File: config.mk
export PLATFORM = sky130hd
export DESIGN_NAME = reg_pipe_skid_rst_y_mode_s
export DESIGN_NICKNAME = d
export VERILOG_FILES = /design/src/rtl/reg_pipe_skid_rst_y_mode_s.sv
export SDC_FILE = /design/constraint.sdc
export NUM_CORES = 1
export LEC_CHECK = 0
export CAP_MARGIN = 20
export CORE_MARGIN = 1.5
export CORE_UTILIZATION = 25
export DETAILED_ROUTE_END_ITERATION = 7
export DONT_BUFFER_PORTS = 1
export GPL_TIMING_DRIVEN = 0
export PLACE_DENSITY = 0.35
export SLEW_MARGIN = 30
export SYNTH_ARGS = -nofsm -noshare
export SYNTH_HDL_FRONTEND = slang
export SYNTH_SLANG_ARGS = --single-unit
export TNS_END_PERCENT = 100
File: constraint.sdc
create_clock -name i_clk -period 2.4 [get_ports i_clk]
set_input_delay 0 -clock i_clk [delete_from_list [all_inputs] [get_ports i_clk]]
set_output_delay 0 -clock i_clk [all_outputs]
set_load 0.1 [all_outputs]
File: src/rtl/reg_pipe_skid_rst_y_mode_s.sv
// Valid/ready pipeline register with a 2-entry skid buffer; o_ready is a pure state decode.
// Optional beat counter o_cnt is built only when REG_PIPE_SKID_CNT_EN is defined.
module reg_pipe_skid_rst_y_mode_s #(
  parameter int DATA_WIDTH = 32,
  parameter int CNT_WIDTH  = 16
) (
  input  logic                  i_clk,
  input  logic                  i_rst_n,
  input  logic                  i_valid,
  output logic                  o_ready,
  input  logic [DATA_WIDTH-1:0] i_data,
  output logic                  o_valid,
  input  logic                  i_ready,
  output logic [DATA_WIDTH-1:0] o_data
`ifdef REG_PIPE_SKID_CNT_EN
  ,
  output logic [CNT_WIDTH-1:0]  o_cnt
`endif
);

  // Handshake: a beat moves on an edge where valid and ready are both high.
  // o_valid/o_ready depend only on state, never on i_valid/i_ready.
  typedef enum logic [1:0] {
    EMPTY = 2'd0,
    BUSY  = 2'd1,
    FULL  = 2'd2
  } state_t;

  state_t                state;
  state_t                state_nxt;
  logic [DATA_WIDTH-1:0] skid;
  logic                  in_fire;
  logic                  out_fire;

  assign in_fire  = i_valid & o_ready;
  assign out_fire = o_valid & i_ready;

  always_comb begin
    state_nxt = state;
    case (state)
      EMPTY:   if (in_fire) state_nxt = BUSY;
      BUSY: begin
        if (in_fire && !out_fire)      state_nxt = FULL;
        else if (!in_fire && out_fire) state_nxt = EMPTY;
      end
      FULL:    if (out_fire) state_nxt = BUSY;
      default: state_nxt = EMPTY;
    endcase
  end

  // o_valid/o_ready are registered decodes of the next state.
  always_ff @(posedge i_clk) begin
    if (!i_rst_n) begin
      state   <= EMPTY;
      o_data  <= '0;
      skid    <= '0;
      o_valid <= 1'b0;
      o_ready <= 1'b1;
    end else begin
      state   <= state_nxt;
      o_valid <= (state_nxt != EMPTY);
      o_ready <= (state_nxt != FULL);
      case (state)
        EMPTY: if (in_fire) o_data <= i_data;
        BUSY: begin
          if (in_fire && out_fire) o_data <= i_data;
          else if (in_fire)        skid   <= i_data;
        end
        FULL:    if (out_fire) o_data <= skid;
        default: ;
      endcase
    end
  end

`ifdef REG_PIPE_SKID_CNT_EN
  // Wraps naturally at 2^CNT_WIDTH.
  always_ff @(posedge i_clk) begin
    if (!i_rst_n)      o_cnt <= '0;
    else if (out_fire) o_cnt <= o_cnt + 1'b1;
  end
`endif

endmodule
Word level (Yosys, flattened, before mapping)
Cells that the tools add are included.
{"block": "totals", "in_bits": 36, "word_cells": 33, "reg_bits": 68, "out_inout_bits": 34}
{"block": "op_classes", "eq_ne": 6, "n_bitwise": 3, "mux": 9, "reduce_logical": 10}
{"op": "32-bit 2-to-1 mux", "count": 3}
{"op": "32-bit one-hot mux with 3 select lines", "count": 1}
{"op": "2-bit 2-to-1 mux", "count": 4}
{"op": "2-bit inequality test, second input constant", "count": 4}
{"op": "2-bit one-hot mux with 3 select lines", "count": 1}
{"op": "4-bit AND reduction", "count": 1}
{"op": "1-bit logical AND", "count": 3}
{"op": "3-bit AND reduction", "count": 1}
{"op": "3-bit nonzero test", "count": 1}
{"op": "1-bit bitwise AND", "count": 2}
{"op": "2-bit by 1-bit equality test with 1-bit output, second input constant", "count": 1}
{"op": "2-bit equality test, second input constant", "count": 1}
{"op": "1-bit zero test", "count": 2}
{"op": "2-bit zero test", "count": 1}
{"op": "2-bit nonzero test", "count": 1}
{"op": "1-bit NOT", "count": 1}

Logic depth before layout (Yosys ltp)
{"block": "depth", "depth_word": 7, "mapped_depth": 7, "mapped_depth_nobuf": 4}

Worst setup path before layout
Ideal clock, no wire load.
{"block": "synth_timing", "path_kind": "register to register", "start": "register o_valid", "end": "register o_data[0]", "t_required_ns": 2.339, "setup_time_ns": 0.061, "path_stages_with_launch": 7, "path_slack_ns": 0.328, "path_buffers": 2, "period_less_slack_ns": 2.072, "t_arrival_ns": 2.011, "path_cell_list": "dfxtp_1 > nand2_1 > o2bb2ai_2 > or2_1 > buf_2 > buf_6 > o211a_1"}
{"block": "synth_between", "elab_chain_len": 4, "word_cells_on_any_way": 5, "cone_classes": "2 x eq/ne; 1 x bitwise; 2 x reduce/logical"}
{"element": "from (decl)", "line": "12", "source": "output logic o_valid,"}
{"element": "from (signal assigned)", "line": "61", "source": "o_valid <= (state_nxt != EMPTY);"}
{"element": "1-bit bitwise AND (*)", "line": "36", "source": "assign out_fire = o_valid & i_ready;"}
{"element": "1-bit logical AND", "line": "66", "source": "if (in_fire && out_fire) o_data <= i_data;"}
{"element": "2-bit inequality test (no line)"}
{"element": "4-bit AND reduction (no line) (*)"}
{"element": "to (signal assigned)", "line": "64", "source": "EMPTY: if (in_fire) o_data <= i_data;"}
{"element": "to (signal assigned)", "line": "66"}
{"element": "to (signal assigned)", "line": "69", "source": "FULL: if (out_fire) o_data <= skid;"}
{"element": "to (decl)", "line": "14", "source": "output logic [DATA_WIDTH-1:0] o_data"}
Every way passes the cells marked *; elsewhere a longest branch is shown, timed or not.
A chain may end at the register's enable or synchronous reset.

Worst setup path in the final report
{"block": "layout_timing", "start": "register o_valid", "end": "register o_data[23]"}
Same word-level chain as after synthesis.

==> flow_summary.json <==
{
  "design_power_total_mw": 3.55,
  "reg2reg_depth": 5,
  "die_y_um": 111,
  "antenna_found_initial": 0,
  "drive_gt1_share_pct": 8.10,
  "drt_iter0_drc": 74,
  "rows": 39,
  "diodes": 0,
  "final_cell_mix": "68 x nand2_1, 66 x dfxtp_1, 33 x o21ai_0, 33 x dlygate4sd3_1",
  "nNetsFinal": 389,
  "cts_buffer_depth": 2,
  "fin_cells": 501,
  "yosys.area.top_type_share_pct": 46.8,
  "grt_pass1_wl_um": 13300,
  "min_path_type": "input port to flop",
  "final.setup.tns_ns": 0,
  "placed_area_um2": 3090,
  "die-area_um2": 12300,
  "drv_cap": 0,
  "worst-r2r-setup-slack_ns": 0.23,
  "startpoint_type": "flop",
  "status": "finished, final reports clean",
  "core_area_um2": 11400,
  "cts_tree": "done",
  "drt-total-wl_um": 8360,
  "synth_top_cell_by_area": "dfxtp_1",
  "r2r_start": "o_valid",
  "crit_start": "o_valid",
  "design_area_um2": 3710,
  "route.detailed.drc": 0,
  "crit_chain": "nand2_1 > o2bb2ai_2 > clkbuf_1 > o21ai_0 > o211a_1",
  "cpPeakStageDelay_ns": 0.67,
  "syn_inst": 309,
  "cp_slowest_cell": "dfxtp_2",
  "whs_ns": 0.0303,
  "maxSlewViolCount": 0,
  "initial_core_util_pct": 25.6,
  "vias": 2361,
  "finalCritPeriodShare_pct": 90.3,
  "path_clk_slew_ns": 0.06,
  "synth_nets": 345,
  "cts_max_level": 3,
  "ys_seq_area_share_pct": 46.8,
  "setup_viol": 0,
  "yosys_warnings": 0,
  "io_pins": 70,
  "detail-route-antenna-nets": 0,
  "grt_pass1_vias": 2445,
  "syn_avg_cell_area_um2": 9.42,
  "relSlewSlack_pct": 33.0,
  "crit_end": "o_data[23]",
  "vias_per_cell": 4.71,
  "seq_area_um2": 1360,
  "p_per_area_nw_per_um2": 958,
  "area_delta_synth_final_pct": 27.4,
  "required_ns": 2.63,
  "portBuffers": 0,
  "grt_max_degree": 11,
  "root_buffer": "clkbuf_16",
  "fin_crit_ns": 2.17,
  "hold_viol_final": 0,
  "place.gp.congestion": 0.694,
  "place_inst": 452,
  "place_hpwl_um": 5450,
  "rsz0062_at_grt": "no",
  "ys_ff_latch": 68,
  "worstPathMaxFanout": 10,
  "clock-sinks": 68,
  "irDropWorstVdd_mv": 0.573,
  "leakage_nw": 1.81,
  "drtPass1Iterations": 4,
  "max_slew.worst_pin.slew_ns": 1.00,
  "arrival_ns": 2.39,
  "overflow": 0,
  "timing.rr.end": "o_data[23]",
  "grt_usage_pct": 14.2,
  "num-fill-cells": 1228,
  "final_common_cell": "nand2_1",
  "die_w_um": 111,
  "criticalPathCategory": "flop to flop",
  "fin_worst_skew_ns": 0.00434,
  "cts_inserted_buffers": 9,
  "synthesis.area_um2": 2910,
  "routedWlPerCell_um": 16.7,
  "fmaxAchievable_mhz": 462,
  "end_kind": "flop",
  "clock_latency_ns": 0.33,
  "synthTopCellsByArea": "dfxtp_1 47%, mux2i_1 11%, o211a_1 11%",
  "multiInputGateArea_um2": 1400,
  "yosysUniqueCellTypes": 22
}
-- synthesized netlist by cell type --
library cell,count
dfxtp_1,68
nand2_1,68
o21ai_0,33
mux2i_1,32
o211a_1,32
a21boi_1,25
clkbuf_1,17
a21boi_0,8
buf_2,7
buf_6,4
nand3_1,3
and3_1,2
a21oi_1,1
and2_1,1
and3b_1,1
inv_1,1
nand2b_1,1
nand4_1,1
nor2_1,1
o21a_1,1
o2bb2ai_2,1
or2_1,1
-- repair_timing --
action                                 in CTS  in global routing
resized for setup                           2                  4
buffers inserted                            0                  0
setup endpoints to repair                  61                  8
cloned                                      0                  0
hold buffers                               33                  0
endpoints found under the hold margin      65                  0
-- per-layer routing --
| layer | GRT usage (%) | vias up | share of wire, % |
|---|---|---|---|
| met2 | 22.3 | 54 | 46 |
| met1 | 17.9 | 1131 | 47 |
| met5 | 0 | - | 0 |
| met4 | 3.85 | 0 | 1.0 |
| met3 | 5.80 | 5 | 6.0 |
| li1 | - | 1171 | - |
-- cell type report --
| type | instances | area share [%] |
|---|---|---|
| buffer | 28 | 3.95 |
| tap | 143 | 4.83 |
| timing repair buffer | 33 | 8.91 |
| multi-input combinational | 212 | 37.8 |
| clock buffer | 15 | 7.49 |
| clock inverter | 1 | 0.135 |
| inverter | 1 | 0.101 |
| sequential | 68 | 36.8 |
-- how the worst min path moves through the flow --
stage | startpoint | end | slack, ns | cells past startpoint
after floorplan | i_data[10] | skid[10] | 0.13 | 2
after CTS | i_ready | state[0] | 0.02 | 3
after detailed placement | i_data[1] | skid[1] | 0.14 | 2
after global routing | i_ready | state[0] | 0.05 | 3
final | i_ready | state[0] | 0.03 | 3
after global placement | i_data[20] | skid[20] | 0.14 | 2
-- state kept, by name (all words and copies together) (netlist names) --
| signal | flops |
|---|---|
| o_data | 32 |
| skid | 32 |
| state | 2 |
| o_ready | 1 |
| o_valid | 1 |
-- power by group --
group          leakage (nW)  internal (mW)  switching (mW)
sequential            0.558           1.24           0.634
combinational          1.11          0.195           0.221
clock                 0.140          0.784           0.482
total                  1.81           2.22            1.34
-- cells by family (layout without fill, tap and decap cells) --
logic type             after synthesis  in the layout  share of synthesized area, %
DFF                                 68             68                          46.8
buffers and inverters               29             78                          5.07
and+or+nand+nor                     79             79                          11.0
AOI/OAI and AO/OA                  101            101                          26.1
muxes                               32             32                          11.0
-- through the flow --
stage          util [%]  worst slack (ns)
6_report           32.6             0.234
5_1_grt            32.6            0.0253
4_1_cts            32.6             0.137
3_5_place_dp       27.2            -0.258
3_3_place_gp       27.2            -0.295
2_1_floorplan         -             0.328
-- critical path: cells and delay by family, from the launching register on --
family          cells  cell delay (ns)
flops               1             0.67
simple gates        1             0.30
compound gates      3             0.66
buf+inv             1             0.42
Note: power is estimated with default switching activity, not from simulation.
